## config.mk

```make
export PLATFORM = sky130hd
export DESIGN_NAME = toggle_decoder
export DESIGN_NICKNAME = d
export VERILOG_FILES = /design/src/rtl/togdec_pkg.sv /design/src/rtl/togdec_sync.sv /design/src/rtl/toggle_decoder.sv
export SDC_FILE = /design/constraint.sdc
export NUM_CORES = 1
export LEC_CHECK = 0
export ABC_AREA = 0
export CAP_MARGIN = 20
export CORE_MARGIN = 4
export CORE_UTILIZATION = 36
export CTS_CLUSTER_DIAMETER = 100
export CTS_CLUSTER_SIZE = 25
export DETAILED_ROUTE_END_ITERATION = 10
export PLACE_DENSITY = 0.56
export SLEW_MARGIN = 15
export SYNTH_ARGS = -nofsm -noshare
export SYNTH_HDL_FRONTEND = slang
export SYNTH_SLANG_ARGS = --single-unit
```

## constraint.sdc

```tcl
create_clock -name clk -period 5.1 [get_ports clk]
set_input_delay 0.765 -clock clk [delete_from_list [all_inputs] [get_ports clk]]
set_output_delay 0.765 -clock clk [all_outputs]
set_load 0.005 [all_outputs]
```

## src/rtl/togdec_pkg.sv

```systemverilog
// Shared types and default parameter values for the toggle decoder.
// Latency: n/a (types and constants only).
// Backpressure: n/a.
package togdec_pkg;

  // Capture FSM: COUNT accumulates a window; HOLD presents a captured count.
  typedef enum logic {
    COUNT = 1'b0,
    HOLD  = 1'b1
  } state_t;

  localparam int DEF_SYNC_STAGES = 2;
  localparam int DEF_FILT_LEN    = 2;
  localparam int DEF_CNT_W       = 8;

endpackage

```

## src/rtl/togdec_sync.sv

```systemverilog
// Multi-flop synchronizer that brings tog_in into the clk domain.
// Latency: SYNC_STAGES cycles from d to q.
// Backpressure: none; samples every cycle.
module togdec_sync #(
  parameter int SYNC_STAGES = togdec_pkg::DEF_SYNC_STAGES
) (
  input  logic clk,
  input  logic reset,
  input  logic d,
  output logic q
);

  logic [SYNC_STAGES-1:0] chain;

  // Shift the asynchronous level through the flop chain; reset clears every stage.
  always_ff @(posedge clk or negedge reset) begin
    if (!reset) begin
      chain <= '0;
    end else begin
      chain <= {chain[SYNC_STAGES-2:0], d};
    end
  end

  assign q = chain[SYNC_STAGES-1];

endmodule

```

## src/rtl/toggle_decoder.sv

```systemverilog
// Decodes a T-flop toggle line into one-cycle pulses, counts them, and hands out captured counts.
// Latency: pulse_out SYNC_STAGES+FILT_LEN edges after tog_in changes (SYNC_STAGES+1 without the filter).
// Backpressure: a captured count holds on cnt_valid/cnt_data until cnt_ready; counting continues meanwhile.
// Optional glitch filter enabled by defining TOGDEC_GLITCH_FILT_EN.
module toggle_decoder
  import togdec_pkg::*;
#(
  parameter int SYNC_STAGES = DEF_SYNC_STAGES,
  parameter int FILT_LEN    = DEF_FILT_LEN,
  parameter int CNT_W       = DEF_CNT_W
) (
  input  logic             clk,
  input  logic             reset,
  input  logic             tog_in,
  input  logic             snap,
  input  logic             cnt_ready,
  output logic             q,
  output logic             qbar,
  output logic             pulse_out,
  output logic             cnt_valid,
  output logic [CNT_W-1:0] cnt_data,
  output logic             ovf
);

  // Elaboration-time parameter range guards.
  if (SYNC_STAGES < 2 || SYNC_STAGES > 4) begin : g_bad_sync
    $error("toggle_decoder: SYNC_STAGES must be 2..4");
  end
  if (FILT_LEN < 1 || FILT_LEN > 8) begin : g_bad_filt
    $error("toggle_decoder: FILT_LEN must be 1..8");
  end
  if (CNT_W < 1) begin : g_bad_cnt
    $error("toggle_decoder: CNT_W must be at least 1");
  end

  localparam logic [CNT_W-1:0] CNT_MAX = '1;

  logic sync_lvl;

  togdec_sync #(
    .SYNC_STAGES(SYNC_STAGES)
  ) u_sync (
    .clk  (clk),
    .reset(reset),
    .d    (tog_in),
    .q    (sync_lvl)
  );

`ifdef TOGDEC_GLITCH_FILT_EN
  // Holds up to FILT_LEN (max 8) consecutive differing samples.
  logic [3:0] filt_cnt;

  // Accept a new level only after FILT_LEN consecutive differing samples; any match restarts the run.
  always_ff @(posedge clk or negedge reset) begin
    if (!reset) begin
      filt_cnt  <= '0;
      q         <= 1'b0;
      pulse_out <= 1'b0;
    end else if (sync_lvl != q) begin
      if (filt_cnt == 4'(FILT_LEN - 1)) begin
        filt_cnt  <= '0;
        q         <= ~q;
        pulse_out <= 1'b1;
      end else begin
        filt_cnt  <= filt_cnt + 4'd1;
        pulse_out <= 1'b0;
      end
    end else begin
      filt_cnt  <= '0;
      pulse_out <= 1'b0;
    end
  end
`else
  // Unfiltered: follow the synchronized level one edge later, strobing on every change.
  always_ff @(posedge clk or negedge reset) begin
    if (!reset) begin
      q         <= 1'b0;
      pulse_out <= 1'b0;
    end else begin
      q         <= sync_lvl;
      pulse_out <= sync_lvl ^ q;
    end
  end
`endif

  assign qbar = ~q;

  // Event counter next value: add this cycle's pulse, saturating at all-ones.
  logic [CNT_W-1:0] cnt;
  logic             at_max;
  logic             sat_hit;
  logic [CNT_W-1:0] cnt_inc;

  assign at_max  = (cnt == CNT_MAX);
  assign sat_hit = pulse_out && at_max;
  assign cnt_inc = (pulse_out && !at_max) ? cnt + CNT_W'(1) : cnt;

  state_t state;

  // Capture FSM: snap in COUNT captures (including a same-cycle pulse) and opens a new window at 0;
  // HOLD keeps the capture steady and keeps counting until the consumer accepts.
  always_ff @(posedge clk or negedge reset) begin
    if (!reset) begin
      state     <= COUNT;
      cnt       <= '0;
      cnt_valid <= 1'b0;
      cnt_data  <= '0;
      ovf       <= 1'b0;
    end else begin
      case (state)
        COUNT: begin
          if (snap) begin
            cnt_data  <= cnt_inc;
            cnt       <= '0;
            cnt_valid <= 1'b1;
            state     <= HOLD;
            // A capture that carries the saturated value reports it, so the sticky flag can clear.
            if (cnt_inc == CNT_MAX) begin
              ovf <= 1'b0;
            end
          end else begin
            cnt <= cnt_inc;
            if (sat_hit) begin
              ovf <= 1'b1;
            end
          end
        end
        HOLD: begin
          cnt <= cnt_inc;
          if (sat_hit) begin
            ovf <= 1'b1;
          end
          if (cnt_valid && cnt_ready) begin
            cnt_valid <= 1'b0;
            state     <= COUNT;
          end
        end
        default: begin
          state <= COUNT;
        end
      endcase
    end
  end

endmodule

```

==> metrics <==
status=complete, no violations; final core occ=45.9%; Post-Syn Area=1030 µm²; gpl congestion=0.736; Tmin final=2.21 ns; Yosys reg bits=23; # IOs=18; count of input and output buffers=17; Mapped Cells=98; # Post-CTS Setup Buffers=0; R2R Path Start=cnt[0]$_DFF_PN0_; Detailed Route Iter0 Violations=19; Core Footprint=2730 µm²; gr ovfl total=0; Sum Neg Setup Slack=0 ns; Synth Flop Type=dfrtp_1; met2 routed WL=861 µm; worst clock skew=0.00929 ns; Peak VDD IR=325 µV; width of the die=61.4 µm; post-synthesis sequential area ratio=56.0%; RSZ-0062 raised after global routing=no; DRT Pass-1 Iters=4; critical path launch point=snap; critical path type=primary input to register; endpoint class of the critical path=register; CP max FO=9; row count=19; Fmax=453 MHz; Final setup viols=0; ANT cells=0; largest net degree at the start of global routing=24; syn nets=104; CTS resizes=0; GRT Overall Usage=11.5%; Num CTS Buffers=3; Worst-path clk slew=0.12 ns; P_leak=0.550 nW; Synth warnings=0; Critical Path RT=5.30 ns; met1 wire length=918 µm; Final Hold Vio Count=0; TritonCTS clock tree=yes; H-Tree Depth=1; CTS root buffer=clkbuf_4; Post-synth EDFFs=0; clock insertion delay at the later pin of the skew report=0.30 ns; asr flop ratio synth=100%; die height=61.4 µm; Initial Util=37.6%; overall routed net length=1.89 mm; PD cells=469 nW/µm²; worst relative slew slack=68.4%; max_cap viols=0; Max Slew Vio Count=0; Via density=5.20; Worst-Margin Slew=0.474 ns; first-pass GRT wire length=3.13 mm; layout cells sized above 1=6.03%; FILL cells=257; DR vias=764; Arr. time, crit path=2.41 ns; Unique masters post-synth=30; hold path startpoint=u_sync.chain[0]$_DFF_PN0_; die area=3770 µm²; most frequent cell after synthesis=dfrtp_1; post-route ant nets=0; # clock sinks=23; Synth top cells by count=23 x dfrtp_1, 12 x nor2_1, 10 x nand2_1; nets=123; vias in the first global route=660; top layer in use=met4; DRC viols=0; Setup crit start kind=primary input; WL per Instance=12.9 µm; Hold Crit Class=register to register; Layout area overhead=22.0%; met3 wire length=87 µm; Mean Syn Cell Area=10.5 µm²; hold_buf cts=0; share of the synthesized area in the top cell type=56.0%; initial antenna violation count=0; ranking of synthesized cells by area=dfrtp_1 56%, nor2_1 4.4%, o21ai_0 3.9%, nand2_1 3.7%, o2111ai_1 2.6%; Max clock buf depth=2; Yosys top cell by area=dfrtp_1; post-DP HPWL=1.45 mm; fin crit share=43.3%
-- registers in the layout, summed over array words and instances, names as in the netlist --
name          cells
q                 1
cnt_valid         1
pulse_out         1
ovf               1
cnt_data          8
u_sync.chain      2
cnt               8
state             1
-- area by class of cell --
class / count / area [µm²] / share of cell area, %
Timing Repair Buffer: 18 / 185 / 14.8
Multi-Input combinational cell: 69 / 420 / 33.5
Sequential cell: 23 / 576 / 45.9
Inverter: 2 / 7.51 / 0.599
Tap cell: 31 / 38.8 / 3.09
Clock buffer: 4 / 26.3 / 2.10
-- power by group --
part           internal [mW]  switching (mW)  leakage, nW
Clock                 0.0305          0.0499       0.0150
Sequential             0.241          0.0592        0.290
Combinational          0.107           0.100        0.245
Total                  0.379           0.209        0.550
-- critical path: stages --
cell and delay, ns:
clkdlybuf4s50_1 0.52, nor2b_4 0.28, o2111ai_1 0.15, a311o_1 0.33, o41a_1 0.36
-- kinds of logic (layout without fill, tap and decap cells) --
group / count (synthesis) / after routing / share of synthesized area, %
buffers and inverters: 6 / 24 / 3.05
xor gates and xnor gates: 3 / 3 / 2.56
muxes: 3 / 3 / 3.05
adders and majority gates: 1 / 1 / 1.22
DFF: 23 / 23 / 56.0
and+or+nand+nor: 39 / 39 / 19.1
AOI/OAI and AO/OA: 23 / 23 / 15.0
-- routing by layer --
layer	up-vias	GRT usage (%)
met3	4	2.94
met5	-	0
met4	0	4.55
met1	358	16.7
li1	383	-
met2	19	16.3
-- stage by stage --
| stage | power (mW) | hold WS, ns | std cells | worst slack [ns] | cell area [µm²] |
|---|---|---|---|---|---|
| finish | 0.588 | 0.372 | 147 | 2.89 | 1250 |
| global route | 0.640 | 0.396 | 147 | 2.81 | 1250 |
| CTS | 0.593 | 0.376 | 146 | 2.89 | 1240 |
| detailed placement | 0.514 | 0.337 | 142 | 2.56 | 1210 |
| global placement | 0.514 | 0.344 | 142 | 2.61 | 1210 |
| floorplan | 0.418 | 0.331 | 98 | 3.22 | 1030 |
-- worst paths after layout --
| path | end | cells past startpoint | slack (ns) |
|---|---|---|---|
| min in group asynchronous | cnt_valid$_DFFE_PN0P_ | 1 | 0.72 |
| worst min-delay path | u_sync.chain[1]$_DFF_PN0_ | 0 | 0.37 |
| worst max-delay path | ovf$_DFFE_PN0P_ | 5 | 2.89 |
| worst max register to register | ovf$_DFFE_PN0P_ | 5 | 3.17 |
| max in group asynchronous | cnt_data[7]$_DFFE_PN0P_ | 2 | 3.95 |
| worst min register to register | u_sync.chain[1]$_DFF_PN0_ | 0 | 0.37 |
-- placed cells by master, fill, tap and decap left out, types with 3 or more instances in the layout --
cell             count
clkdlybuf4s50_1     17
clkbuf_4             3
dfrtp_1             23
nand2_1             10
and3_1               3
xor2_1               3
o2111ai_1            3
o21ai_1              3
nor2_1              12
nand3_1              3
o21ai_0              8
and2_1               3
No activity file was read; power rests on OpenSTA's default activity.
